File: config.mk
export PLATFORM = sky130hd
export DESIGN_NAME = polaris_fetch_queue
export DESIGN_NICKNAME = d
export VERILOG_FILES = /design/src/rtl/polaris_pkg.sv /design/src/rtl/polaris_fetch_fifo.sv /design/src/rtl/polaris_fetch_queue.sv
export SDC_FILE = /design/constraint.sdc
export NUM_CORES = 1
export LEC_CHECK = 0
export CAP_MARGIN = 20
export CELL_PAD_IN_SITES_DETAIL_PLACEMENT = 1
export CELL_PAD_IN_SITES_GLOBAL_PLACEMENT = 1
export CORE_ASPECT_RATIO = 1.2
export CORE_UTILIZATION = 50
export DETAILED_ROUTE_END_ITERATION = 6
export PLACE_DENSITY_LB_ADDON = 0.1
export SYNTH_ARGS = -nofsm -noshare
export SYNTH_HDL_FRONTEND = slang
export SYNTH_SLANG_ARGS = --single-unit
File: constraint.sdc
create_clock -name clk_i -period 8.5 [get_ports clk_i]
set_input_delay 1.275 -clock clk_i [delete_from_list [all_inputs] [get_ports clk_i]]
set_output_delay 1.275 -clock clk_i [all_outputs]
set_load 0.01 [all_outputs]
File: src/rtl/polaris_pkg.sv
// Shared definitions for the Polaris instruction-fetch front end.
// Holds the I-master size encodings, the default reset vector, the prefetch
// FSM state encoding and the queue entry layout.
package polaris_pkg;

  // I-master transfer size encodings
  localparam logic [1:0] ISIZ_NONE = 2'b00;
  localparam logic [1:0] ISIZ_WORD = 2'b10;

  // First fetch address after reset (truncated to the address width in use)
  localparam logic [63:0] DEFAULT_RESET_VECTOR = 64'hFFFF_FFFF_FFFF_FF00;

  // Prefetcher states: IDLE waits for queue space, FETCH has a live request at
  // the fetch pc, DISCARD finishes a bus cycle whose data is no longer wanted.
  typedef enum logic [1:0] {
    FS_IDLE    = 2'd0,
    FS_FETCH   = 2'd1,
    FS_DISCARD = 2'd2
  } fetch_state_e;

  // One buffered fetch result. The pc is held at full 64-bit width; narrower
  // address configurations zero-extend into it.
  typedef struct packed {
    logic [63:0] pc;
    logic [31:0] instr;
  } fetch_entry_t;

endpackage

File: src/rtl/polaris_fetch_fifo.sv
// Circular buffer of {pc, instruction} entries for the fetch queue.
// Ports:
//   clk_i, reset_ni   clock, asynchronous active-low reset (control state only)
//   flush_i           discard all entries; overrides push and pop
//   push_i, entry_i   write one entry at the tail
//   pop_i             advance the head; ignored while empty
//   count_o           number of valid entries ($clog2(DEPTH)+1 bits)
//   head_o            head entry, all zero while empty
module polaris_fetch_fifo
  import polaris_pkg::*;
#(
  parameter int DEPTH = 4,
  parameter int CW    = $clog2(DEPTH) + 1
) (
  input  logic          clk_i,
  input  logic          reset_ni,
  input  logic          flush_i,
  input  logic          push_i,
  input  fetch_entry_t  entry_i,
  input  logic          pop_i,
  output logic [CW-1:0] count_o,
  output fetch_entry_t  head_o
);

  localparam int PW = $clog2(DEPTH);

  logic [PW-1:0] rd_q, rd_d;
  logic [PW-1:0] wr_q, wr_d;
  logic [CW-1:0] count_q, count_d;
  fetch_entry_t  mem_q [DEPTH];
  logic          do_pop;

  assign do_pop = pop_i && (count_q != '0);

  // DEPTH is a power of two, so pointer increments wrap naturally.
  always_comb begin
    rd_d    = rd_q;
    wr_d    = wr_q;
    count_d = count_q;
    if (flush_i) begin
      rd_d    = '0;
      wr_d    = '0;
      count_d = '0;
    end else begin
      if (push_i) wr_d = wr_q + PW'(1);
      if (do_pop) rd_d = rd_q + PW'(1);
      case ({push_i, do_pop})
        2'b10:   count_d = count_q + CW'(1);
        2'b01:   count_d = count_q - CW'(1);
        default: count_d = count_q;
      endcase
    end
  end

  always_ff @(posedge clk_i or negedge reset_ni) begin
    if (!reset_ni) begin
      rd_q    <= '0;
      wr_q    <= '0;
      count_q <= '0;
    end else begin
      rd_q    <= rd_d;
      wr_q    <= wr_d;
      count_q <= count_d;
    end
  end

  // Storage needs no reset: nothing is visible unless count_q says so.
  always_ff @(posedge clk_i) begin
    if (push_i && !flush_i) mem_q[wr_q] <= entry_i;
  end

  assign count_o = count_q;
  assign head_o  = (count_q != '0) ? mem_q[rd_q] : '0;

endmodule

File: src/rtl/polaris_fetch_queue.sv
// Autonomous instruction prefetcher for the Polaris core.
// Issues back-to-back 32-bit I-master reads and buffers {pc, instruction}
// pairs in a DEPTH-entry queue that the sequencer pops; redirects flush the
// queue and restart fetching at a new address.
// Ports:
//   clk_i, reset_ni        clock, asynchronous active-low reset
//   iack_i, idat_i         I-master acknowledge and read data
//   iadr_o, isiz_o         I-master request (isiz_o 2'b10 = word read, 00 = idle)
//   redirect_i,
//   redirect_pc_i          flush and restart fetch at redirect_pc_i
//   pop_i                  consumer takes the head entry
//   ir_valid_o, ir_o,
//   ir_pc_o                head entry (zero while empty)
//   misalign_o             sticky misaligned-redirect flag
// Build option: define POLARIS_FETCH_MISALIGN_TRAP_EN to trap misaligned
// redirect targets (sticky misalign_o, fetching stops until an aligned
// redirect). Without it the low two target bits are cleared silently and
// misalign_o is tied low.
module polaris_fetch_queue
  import polaris_pkg::*;
#(
  parameter int          AW           = 64,
  parameter int          DEPTH        = 4,
  parameter logic [63:0] RESET_VECTOR = DEFAULT_RESET_VECTOR
) (
  input  logic          clk_i,
  input  logic          reset_ni,
  input  logic          iack_i,
  input  logic [31:0]   idat_i,
  output logic [AW-1:0] iadr_o,
  output logic [1:0]    isiz_o,
  input  logic          redirect_i,
  input  logic [AW-1:0] redirect_pc_i,
  input  logic          pop_i,
  output logic          ir_valid_o,
  output logic [31:0]   ir_o,
  output logic [AW-1:0] ir_pc_o,
  output logic          misalign_o
);

  localparam int            CW   = $clog2(DEPTH) + 1;
  localparam logic [CW-1:0] FULL = CW'(DEPTH);
  localparam logic [AW-1:0] RV   = RESET_VECTOR[AW-1:0];

  fetch_state_e  state_q;
  logic [AW-1:0] fpc_q;
  logic [AW-1:0] iadr_q;
  logic [1:0]    isiz_q;

  logic [CW-1:0] count;
  logic [CW-1:0] count_after;
  fetch_entry_t  head;
  fetch_entry_t  push_entry;
  logic          push;
  logic          pop_eff;
  logic [AW-1:0] target;
  logic [AW-1:0] fpc_inc;
  logic          redir_bad;
  logic          fetch_hold;

  // Data acked while a redirect is present belongs to the old stream.
  assign push    = (state_q == FS_FETCH) && iack_i && !redirect_i;
  assign pop_eff = pop_i && (count != '0) && !redirect_i;
  assign target  = {redirect_pc_i[AW-1:2], 2'b00};
  assign fpc_inc = fpc_q + AW'(4);

  // Occupancy after this cycle's push/pop; lets IDLE restart fetching in the
  // same cycle a pop frees a slot.
  always_comb begin
    count_after = count + CW'(push) - CW'(pop_eff);
  end

  assign push_entry.pc    = 64'(fpc_q);
  assign push_entry.instr = idat_i;

`ifdef POLARIS_FETCH_MISALIGN_TRAP_EN
  logic misalign_q;

  assign redir_bad = redirect_i && (redirect_pc_i[1:0] != 2'b00);

  // Every redirect re-evaluates the flag: misaligned sets it, aligned clears it.
  always_ff @(posedge clk_i or negedge reset_ni) begin
    if (!reset_ni) begin
      misalign_q <= 1'b0;
    end else if (redirect_i) begin
      misalign_q <= redir_bad;
    end
  end

  assign fetch_hold = misalign_q;
  assign misalign_o = misalign_q;
`else
  logic unused_pc_lo;

  assign unused_pc_lo = ^redirect_pc_i[1:0];
  assign redir_bad    = 1'b0;
  assign fetch_hold   = 1'b0;
  assign misalign_o   = 1'b0;
`endif

  always_ff @(posedge clk_i or negedge reset_ni) begin
    if (!reset_ni) begin
      state_q <= FS_IDLE;
      fpc_q   <= RV;
      iadr_q  <= '0;
      isiz_q  <= ISIZ_NONE;
    end else if (redir_bad) begin
      // Trapped target: stop fetching until an aligned redirect arrives.
      state_q <= FS_IDLE;
      iadr_q  <= '0;
      isiz_q  <= ISIZ_NONE;
    end else if (redirect_i) begin
      fpc_q <= target;
      if ((state_q != FS_IDLE) && !iack_i) begin
        // Bus cycle still open: let it finish at the old address.
        state_q <= FS_DISCARD;
      end else begin
        state_q <= FS_FETCH;
        iadr_q  <= target;
        isiz_q  <= ISIZ_WORD;
      end
    end else begin
      case (state_q)
        FS_IDLE: begin
          if (!fetch_hold && (count_after < FULL)) begin
            state_q <= FS_FETCH;
            iadr_q  <= fpc_q;
            isiz_q  <= ISIZ_WORD;
          end
        end
        FS_FETCH: begin
          if (iack_i) begin
            fpc_q <= fpc_inc;
            if (count_after == FULL) begin
              state_q <= FS_IDLE;
              iadr_q  <= '0;
              isiz_q  <= ISIZ_NONE;
            end else begin
              iadr_q <= fpc_inc;
            end
          end
        end
        FS_DISCARD: begin
          // Queue was flushed on entry and cannot fill here, so refetch directly.
          if (iack_i) begin
            state_q <= FS_FETCH;
            iadr_q  <= fpc_q;
          end
        end
        default: begin
          state_q <= FS_IDLE;
          iadr_q  <= '0;
          isiz_q  <= ISIZ_NONE;
        end
      endcase
    end
  end

  polaris_fetch_fifo #(
    .DEPTH (DEPTH),
    .CW    (CW)
  ) u_fifo (
    .clk_i    (clk_i),
    .reset_ni (reset_ni),
    .flush_i  (redirect_i),
    .push_i   (push),
    .entry_i  (push_entry),
    .pop_i    (pop_eff),
    .count_o  (count),
    .head_o   (head)
  );

  assign iadr_o     = iadr_q;
  assign isiz_o     = isiz_q;
  assign ir_valid_o = (count != '0);
  assign ir_o       = head.instr;
  assign ir_pc_o    = head.pc[AW-1:0];

endmodule

---- Word-level counts from Yosys, hierarchy flattened ----
Memory sizes are Yosys's and may differ from the RTL's.
Index checks and enable logic that the tools add are counted.
cells by class
  add/sub/neg operators ................... 7
  magnitude comparators ................... 1
  eq/ne operators ......................... 11
  mux-type cells .......................... 30
  reduce and logical (&&, ||, !) cells .... 21
operator list
  operator                                                               number
  64-bit 2-to-1 mux                                                      9
  64-bit case mux with 3 select lines                                    1
  96-bit 2-to-1 mux                                                      1
  64-bit by 3-bit adder with 64-bit output, second input constant        1
  2-bit 2-to-1 mux                                                       13
  2-bit case mux with 3 select lines                                     2
  2-bit nonzero test                                                     5
  3-bit != test, second input constant                                   3
  4-bit AND reduction                                                    2
  1-bit logical AND                                                      7
  3-bit case mux with 2 select lines                                     1
  3-bit nonzero test                                                     2
  5-bit AND reduction                                                    1
  2-bit by 1-bit adder with 2-bit output, second input constant          2
  2-bit by 1-bit equality test with 1-bit output, second input constant  2
  2-bit equality test, second input constant                             2
  2-bit != test, second input constant                                   2
  3-bit by 1-bit adder with 3-bit output                                 1
  3-bit by 1-bit adder with 3-bit output, second input constant          1
  3-bit equality test, second input constant                             1
  3-bit less-than comparator, second input constant                      1
  3-bit 2-to-1 mux                                                       1
  3-bit by 2-bit != test with 1-bit output, second input constant        1
  3-bit by 1-bit subtractor with 3-bit output                            1
  5 further kinds                                                        7
storage, ports and cells
  register bits ........................... 139
  RAM bits ................................ 384
  input bits .............................. 101
  output and inout port bits .............. 164
  word-level logic and storage cells ...... 78
  memories ................................ 1
memories
  memory        depth  width  read ports  clocked after memory_dff  wr ports  line                      text
  u_fifo.mem_q  4      96     1           0                         1         polaris_fetch_fifo.sv:30  fetch_entry_t mem_q [DEPTH];

---- Depth between registers and ports, before layout ----
Gate-level depths: netlist (run 1).
  word-level depth ........................ 10
  mapped depth ............................ 17
  depth with buffers taken out ............ 13

---- By module ----
Synthesis (run 1) repeated with hierarchy kept, for this count alone.
second synthesis, totals
  cell total of the unflattened synthesis .. 1,706
  area, all modules ....................... 23,845.4 um2
by module, submodules not included
  module               times used  cells an instance  area each (um2)  sequential area each (um2)
  polaris_fetch_fifo   1           657                14,970.6         11,706.2
  polaris_fetch_queue  1           1,049              8,874.8          3,273.1

---- Worst setup path after synthesis (run 1) ----
No wires, ideal clock.
  path kind ............................... input to register
  start point ............................. input port redirect_i
  end point ............................... register iadr_q[8] (netlist: iadr_o[8])
  library setup time ...................... 138 ps
  arrival ................................. 4,958 ps
  data required time ...................... 8,362 ps
  setup slack ............................. 3,404 ps
  cell stages on the path ................. 17
  path buffers ............................ 6
  cell sequence ........................... clkbuf_1 -> buf_1 -> buf_1 -> buf_1 -> nor2_1 -> ha_1 -> inv_1 -> ha_1 -> fa_1 -> xor3_1 -> or3_1 -> and3_1 -> clkbuf_1 -> clkbuf_1 -> a21o_1 -> a21oi_1 -> a31oi_1
on the way
  longest elaborated chain between the ends .. 9
  elaborated cells on any way between the ends .. 16
  those cells by class .................... add/sub (2); order compare (1); eq/ne (5); mux (4); reduce/logical (4)
RTL lines
  item                                         line                                                  text
  from (decl)                                  polaris_fetch_queue.sv:32                             input logic redirect_i,
  1-bit zero test                              polaris_fetch_queue.sv:62, polaris_fetch_queue.sv:63
  1-bit logical AND                            polaris_fetch_queue.sv:62                             assign push = (state_q == FS_FETCH) && iack_i && !redirect_i;
  3-bit by 1-bit adder with 3-bit output       polaris_fetch_queue.sv:70                             count_after = count + CW'(push) - CW'(pop_eff);
  3-bit by 1-bit subtractor with 3-bit output  polaris_fetch_queue.sv:70
  3-bit equality test                          polaris_fetch_queue.sv:134                            if (count_after == FULL) begin
  64-bit 2-to-1 mux                            polaris_fetch_queue.sv:134
  64-bit 2-to-1 mux                            polaris_fetch_queue.sv:132                            if (iack_i) begin
  64-bit case mux with 3 select lines          polaris_fetch_queue.sv:123                            case (state_q)
  64-bit 2-to-1 mux                            polaris_fetch_queue.sv:112                            end else if (redirect_i) begin
  to (signal assigned)                         polaris_fetch_queue.sv:119                            iadr_q <= target;
  to (signal assigned)                         polaris_fetch_queue.sv:127                            iadr_q <= fpc_q;
  to (signal assigned)                         polaris_fetch_queue.sv:139                            iadr_q <= fpc_inc;
  to (decl)                                    polaris_fetch_queue.sv:47                             logic [AW-1:0] iadr_q;
Several ways; a longest one is shown, not always the timed one. The select of a mux whose other input is x is not followed.
A chain may end at the register's enable or synchronous reset.

---- Final worst setup path (run 1) ----
  start point ............................. register u_fifo.count_q[0] (netlist: u_fifo.count_o[0])
  end point ............................... register iadr_q[24] (netlist: iadr_o[24])
on the way
  longest elaborated chain between the ends .. 9
  elaborated cells on any way between the ends .. 13
  those cells by class .................... add/sub (2); order compare (1); eq/ne (2); mux (4); reduce/logical (4)
RTL lines
  item                                                                                            line                        text
  from (decl)                                                                                     polaris_fetch_fifo.sv:29    logic [CW-1:0] count_q, count_d;
  from (signal assigned)                                                                          polaris_fetch_fifo.sv:63    count_q <= count_d;
  parallel branches: the longest is 3 deep, another holds 3-bit by 1-bit adder with 3-bit output  -
  3-bit by 1-bit subtractor with 3-bit output (*)                                                 polaris_fetch_queue.sv:70
  3-bit equality test                                                                             polaris_fetch_queue.sv:134
  64-bit 2-to-1 mux                                                                               polaris_fetch_queue.sv:134
  64-bit 2-to-1 mux                                                                               polaris_fetch_queue.sv:132
  64-bit case mux with 3 select lines                                                             polaris_fetch_queue.sv:123
  64-bit 2-to-1 mux                                                                               polaris_fetch_queue.sv:112
Every way passes the cells marked *. The select of a mux whose other input is x is not followed.

==> results.yml, run 1 <==
timing:
  fin_setup_tns_ps: 0
  slew_headroom_pct: 25.1
  slew_viol_final: 0
  rsz0062_at_grt: "false"
  period_share_pct: 62.7
  period_needed_ps: 5330
  timing.fmax_ghz: 0.188
  skew_ps: 8.37
  worst_pin_slew_ps: 1120
  hold_viol_final: 0
  setup_viol: 0
drt:
  drtIter0Drc: 840
  vias: 14700
  wl_um: 62200
  dr_wl_met2_um: 31100
  drt-vias-per-instance: 5.94
  wl_per_cell_um: 25.1
  highest_layer: "met5"
  wl_met3_um: 3050
  drtAntennaViolNets: 0
  drtPass1Iterations: 7
  drc: 0
  m1WireLength_um: 26500
flow_run:
  cap_violations: 0
global_route:
  grt_overflow: 0
  grt_pass1_wl_um: 95000
  grtUsageTotal_pct: 27.3
  grt_pass1_vias: 15800
  antenna_found_initial: 3
  grt_max_degree: 99
place:
  place_area_um2: 25700
  place_inst: 2383
  numPortBuffers: 258
  dpl.hpwl_um: 37800
  gp_congestion: 0.813
worst_hold_path:
  min_path_type: "flop to flop"
cts:
  cts_buffers: 51
  cts_setup_buffers: 0
  clockBufferDepth: 3
  cts-resized-gates: 0
  clk_pin_slew_ps: 60
  htreeDepth: 2
  cts.sinks: 511
  ctsRootBufferMaster: "clkbuf_16"
  clock_latency_ps: 590
  cts_tree: "yes"
  ctsHoldBuffers: 0
final_layout:
  layout.cells.most_common_list: "edfxtp_1, clkdlybuf4s50_1, nand2_1"
  fin_util_pct: 61.4
  fin_area_um2: 27500
  layout-drive-gt1-share_pct: 15.1
  multi_input_area_um2: 7400
  final_common_cell: "edfxtp_1"
  syn_to_final_growth_pct: 21.1
  fillers: 4241
  fin_cells: 2480
  seq_area_um2: 14700
  fin_nets: 1938
logic_synthesis:
  yosys_register_bits: 511
  syn_inst: 1619
  synth_warnings: 0
  syn_avg_cell_area_um2: 14.0
  synthArstFlopShare_pct: 26.4
  synth_enable_flop_cells: 376
  ys.flop_type: "edfxtp_1"
  ys_seq_area_share_pct: 64.9
  synth.distinct_cells: 71
  synth_area_um2: 22700
critical_path:
  critPathBufInv: 4
  cp_max_fo: 91
  slowest_delay_ps: 820
  arrival_ps: 5750
  cp_slowest_cell: "buf_4"
  crit_type: "flop to flop"
  path_delay_family: "buffers and inverters"
  critical_path_required_ps: 8920
  cp-end-kind: "flop"
  cp_cell_sequence: "or3_2 -> buf_4 -> buf_16 -> nand2_1 -> nor2_1 -> ha_1 -> inv_1 -> ha_1 -> fa_1 -> xor3_1 -> nand3b_1 -> o21a_4 -> buf_4 -> nand2_1 -> a211oi_1 -> a311oi_1"
  cp-start-kind: "flop"
floorplan:
  die-area_um2: 46300
  fp.dieW_um: 196
  start_util_pct: 50.7
  die_h_um: 235
  core_area_um2: 44800
  rows: 85
  ios: 265
power:
  ir_worst_vdd_mv: 0.223
  p_per_area_nw_per_um2: 316
  power_leakage_nw: 8.98
status:
  status: "finished, final reports clean"
final cells by class:
| class | count | share of cell area (%) |
|---|---|---|
| diodes | 1 | 0.00911 |
| clock buffers | 69 | 4.93 |
| clock inverters | 26 | 1.30 |
| inverters | 26 | 0.355 |
| multi-input cells | 960 | 27.0 |
| flip-flops and latches | 511 | 53.7 |
| well taps | 609 | 2.77 |
| repair buffers | 278 | 10.0 |
cell families after synthesis:
kind of cell / share of synthesized area [%]
AO/OA/AOI/OAI: 7.00
XOR/XNOR: 3.42
adder cells (fa/ha/maj): 0.562
buffers and inverters: 2.71
flip-flops: 64.9
multiplexers: 9.61
other: 0.0165
AND/OR/NAND/NOR: 11.7
sequential cells by signal (all words and copies together), names as in the netlist:
signal and cells:
u_fifo.count_o 3, u_fifo.rd_q 2, isiz_o 1, fpc_q 62, u_fifo.mem_q 376, u_fifo.wr_q 2, iadr_o 63, state_q 2
final timing paths:
| kind | startpoint | endpoint | slack [ps] | depth (start not counted) |
|---|---|---|---|---|
| worst max-delay path | u_fifo.count_o[0] | iadr_o[24] | 3170 | 16 |
| worst min-delay path | iadr_o[18] | iadr_o[18] | 490 | 1 |
| worst max register to register | u_fifo.count_o[0] | iadr_o[24] | 3170 | 16 |
| worst min register to register | iadr_o[18] | iadr_o[18] | 490 | 1 |
| max in group asynchronous | reset_ni | u_fifo.rd_q[1] | 6340 | 2 |
| min in group asynchronous | reset_ni | iadr_o[19] | 750 | 1 |
synth_stat cells, types with 5 or more instances:
cell type    n  area [um^2]
a211oi_1     7         52.6
a21o_1       8         60.1
a21oi_1     43          215
a221oi_1    12          105
a222oi_1     5         50.1
a31oi_1     16          100
a41oi_1     13          114
and2_1     101          632
and3_1       9         56.3
buf_1       14         52.6
buf_2       21          105
buf_4        5         37.5
clkbuf_1    82          308
dfrtp_1     79         1980
dfstp_2     56         1470
edfxtp_1   376        11300
ha_1         7         87.6
inv_1       26         97.6
mux4_2      94         2120
nand2_1    122          458
nand3_1     33          165
nand4_1     25          156
nor2_1     101          379
nor3_1      50          250
nor4_1      25          156
nor4_2       6         75.1
o21a_1       8         60.1
o21ai_0     79          395
o21ai_1     17         85.1
o22ai_1     12         75.1
o31a_1       8         70.1
or3_1        7         43.8
xnor2_1     72          631
xor2_1      14          123
per-layer routing:
| layer | GRT usage (%) | up-vias |
|---|---|---|
| met3 | 4.43 | 110 |
| met5 | 0 | - |
| met4 | 8.36 | 6 |
| met1 | 36.2 | 7715 |
| met2 | 46.3 | 391 |
| li1 | - | 6519 |
worst register-to-register path, cell delays in order (launching register included):
cell and delay (ps):
dfrtp_1 450, or3_2 500, buf_4 280, buf_16 280, nand2_1 220, nor2_1 70
ha_1 300, inv_1 40, ha_1 190, fa_1 370, xor3_1 520, nand3b_1 220
o21a_4 160, buf_4 820, nand2_1 340, a211oi_1 320, a311oi_1 100
power by group:
group	internal [W]	switching, W	total, W
Clock	0.00137	0.000954	0.00232
Sequential	0.00302	0.000330	0.00335
Combinational	0.00153	0.00149	0.00301
Total	0.00591	0.00277	0.00869
metrics by stage:
stage | worst slack, ps | hold WS [ps] | total power, W
floorplan | 3400 | 471 | 0.00485
global placement | 3140 | 482 | 0.00634
detailed placement | 3010 | 479 | 0.00640
CTS | 3150 | 493 | 0.00874
global route | 2900 | 506 | 0.00906
finish | 3170 | 491 | 0.00869
Note: power is estimated with default switching activity, not from simulation.
==> run 2: changes to the inputs <==
Settings changed: CORE_UTILIZATION 50 to 42.
Clock period 8.5 ns to 4.6 ns, I/O delays scaled along.
==> run 2 against run 1 <==
  * The flow now finishes with violations (DRC)
  * Critical path depth shrank 2
  * Cell area increased by 1.3%
  * Die area increased by 19%
  * Fmax rose by 33%
  * First-iteration DRC count shrank 5.4%
  * Sequential cell count did not move
  * Utilization is 8.8 points lower
  * Sequential share of layout area is 0.69 points lower
==> results.yml, run 2 (synthesis results as in run 1) <==
final_layout:
  largest_reg_flops: 376
  diodes: 0
  layout.cells.most_common_list: "edfxtp_1, clkdlybuf4s50_1, nand2_1"
  fin_nets: 1959
  syn_to_final_growth_pct: 22.6
  fin_area_um2: 27800
  registers.top_by_ff_count: "u_fifo.mem_q"
  layout-drive-gt1-share_pct: 16.3
  final_common_cell: "edfxtp_1"
critical_path:
  crit_type: "flop to flop"
  critical_path_required_ps: 5060
  cp-start-kind: "flop"
  arrival_ps: 4460
  cp-end-kind: "flop"
  cp_max_fo: 12
timing:
  slew_viol_final: 0
  worst_pin_slew_ps: 1080
  slew_headroom_pct: 27.5
  skew_ps: 12.4
  period_needed_ps: 4000
  setup_ws_ps: 600
  rsz0062_at_grt: "false"
  timing.fmax_ghz: 0.250
  fin_setup_tns_ps: 0
  hold-worst-slack_ps: 84.0
  period_share_pct: 87.0
  setup_viol: 0
  hold_viol_final: 0
floorplan:
  start_util_pct: 42.9
  fp.dieW_um: 214
  rows: 92
  die-area_um2: 55000
  core_area_um2: 53000
  die_h_um: 257
  ios: 265
status:
  violations: "DRC"
  status: "finished, violations left"
cts:
  ctsRootBufferMaster: "clkbuf_16"
  cts_setup_buffers: 0
  ctsHoldBuffers: 0
  clockBufferDepth: 3
  cts-resized-gates: 0
  htreeDepth: 2
  cts_buffers: 52
  clock_latency_ps: 590
  cts.sinks: 511
  clk_pin_slew_ps: 60
  cts_tree: "yes"
place:
  gp_congestion: 0.773
  place_area_um2: 26100
  dp_slack_ps: 271
  dpl.hpwl_um: 41200
  numPortBuffers: 258
power:
  pwr-share-clk_pct: 26.1
  p_int_w: 0.0109
  power_switching_w: 0.00520
  ir_worst_vdd_mv: 0.425
  seqPwrFrac_pct: 38.3
  p_per_area_nw_per_um2: 579
  comb_power_share_pct: 35.5
  power_leakage_nw: 9.11
  switching_share_pct: 32.3
worst_hold_path:
  min_path_type: "input port to asynchronous set/reset pin"
drt:
  drtAntennaViolNets: 0
  drc: 10
  drtPass1Iterations: 7
  drt-vias-per-instance: 5.70
  wl_per_cell_um: 24.9
  drtIter0Drc: 795
  wl_um: 64700
  vias: 14800
global_route:
  grtUsageTotal_pct: 23.8
  grt.met2_usage_pct: 39.7
  grt_use_met1_pct: 32.2
  busiest_layer: "met2"
  grt_overflow: 0
  grt_max_degree: 98
  antenna_found_initial: 4
  grt_pass1_wl_um: 99500
  grt_pass1_vias: 15900
  grtUsageMet3_pct: 3.84
flow_run:
  cap_violations: 0
-- run 2: changes by cell type in the layout (fill, tap and decap cells not counted), sizes merged --
cell	delta
buf	+20
clkinv	+7
bufinv	-4
diode	-1
inv	-1
-- run 2: path summary, 6_finish.rpt --
path	slack, ps	endpoint	from	depth (start not counted)
worst max-delay path	600	iadr_o[19]	u_fifo.count_o[0]	14
max in group asynchronous	3430	u_fifo.rd_q[0]	reset_ni	2
worst max register to register	600	iadr_o[19]	u_fifo.count_o[0]	14
min in group clk_i	530	iadr_o[6]	iadr_o[6]	2
worst min-delay path	80	iadr_o[19]	reset_ni	1
worst min register to register	530	iadr_o[6]	iadr_o[6]	2
-- run 2: stage by stage --
stage | utilization (%) | cells | power [W]
floorplan | - | 1622 | 0.00895
global placement | 49.3 | 2499 | 0.0119
detailed placement | 49.3 | 2499 | 0.0120
CTS | 52.5 | 2596 | 0.0163
global route | 52.6 | 2597 | 0.0169
finish | 52.6 | 2597 | 0.0161
-- run 2: per-layer routing --
| layer | wire [um] | part of all wire, % |
|---|---|---|
| met1 | 28200 | 44 |
| met2 | 32000 | 49 |
| met3 | 2790 | 4.3 |
| met4 | 1670 | 2.6 |
| met5 | 37 | 0.057 |
-- run 2: layout make-up --
class | instances | area (um^2)
fill | 5228 | 25100
sequential | 511 | 14700
multi-input combinational | 960 | 7420
timing repair buffer | 298 | 2990
clock buffer | 69 | 1450
tap | 705 | 882
clock inverter | 28 | 254
inverter | 26 | 97.6
-- run 2: worst max-delay path, stage by stage, from the launching register on --
cell,delay (ps)
dfrtp_1,440
or3_4,410
nand2_1,200
nor2_1,70
ha_1,270
inv_1,40
ha_1,180
fa_1,380
xor3_1,390
or3_1,380
and3_1,380
buf_4,290
a21o_1,190
a21oi_1,160
a31oi_1,100
-- run 2: power by group through the flow --
stage | logic (W) | clock network, W | registers [W]
after detailed placement | 0.00576 | 0 | 0.00628
after global placement | 0.00568 | 0 | 0.00625
after CTS | 0.00580 | 0.00433 | 0.00620
after global routing | 0.00617 | 0.00449 | 0.00626
after floorplan | 0.00289 | 0 | 0.00606
final | 0.00573 | 0.00421 | 0.00618
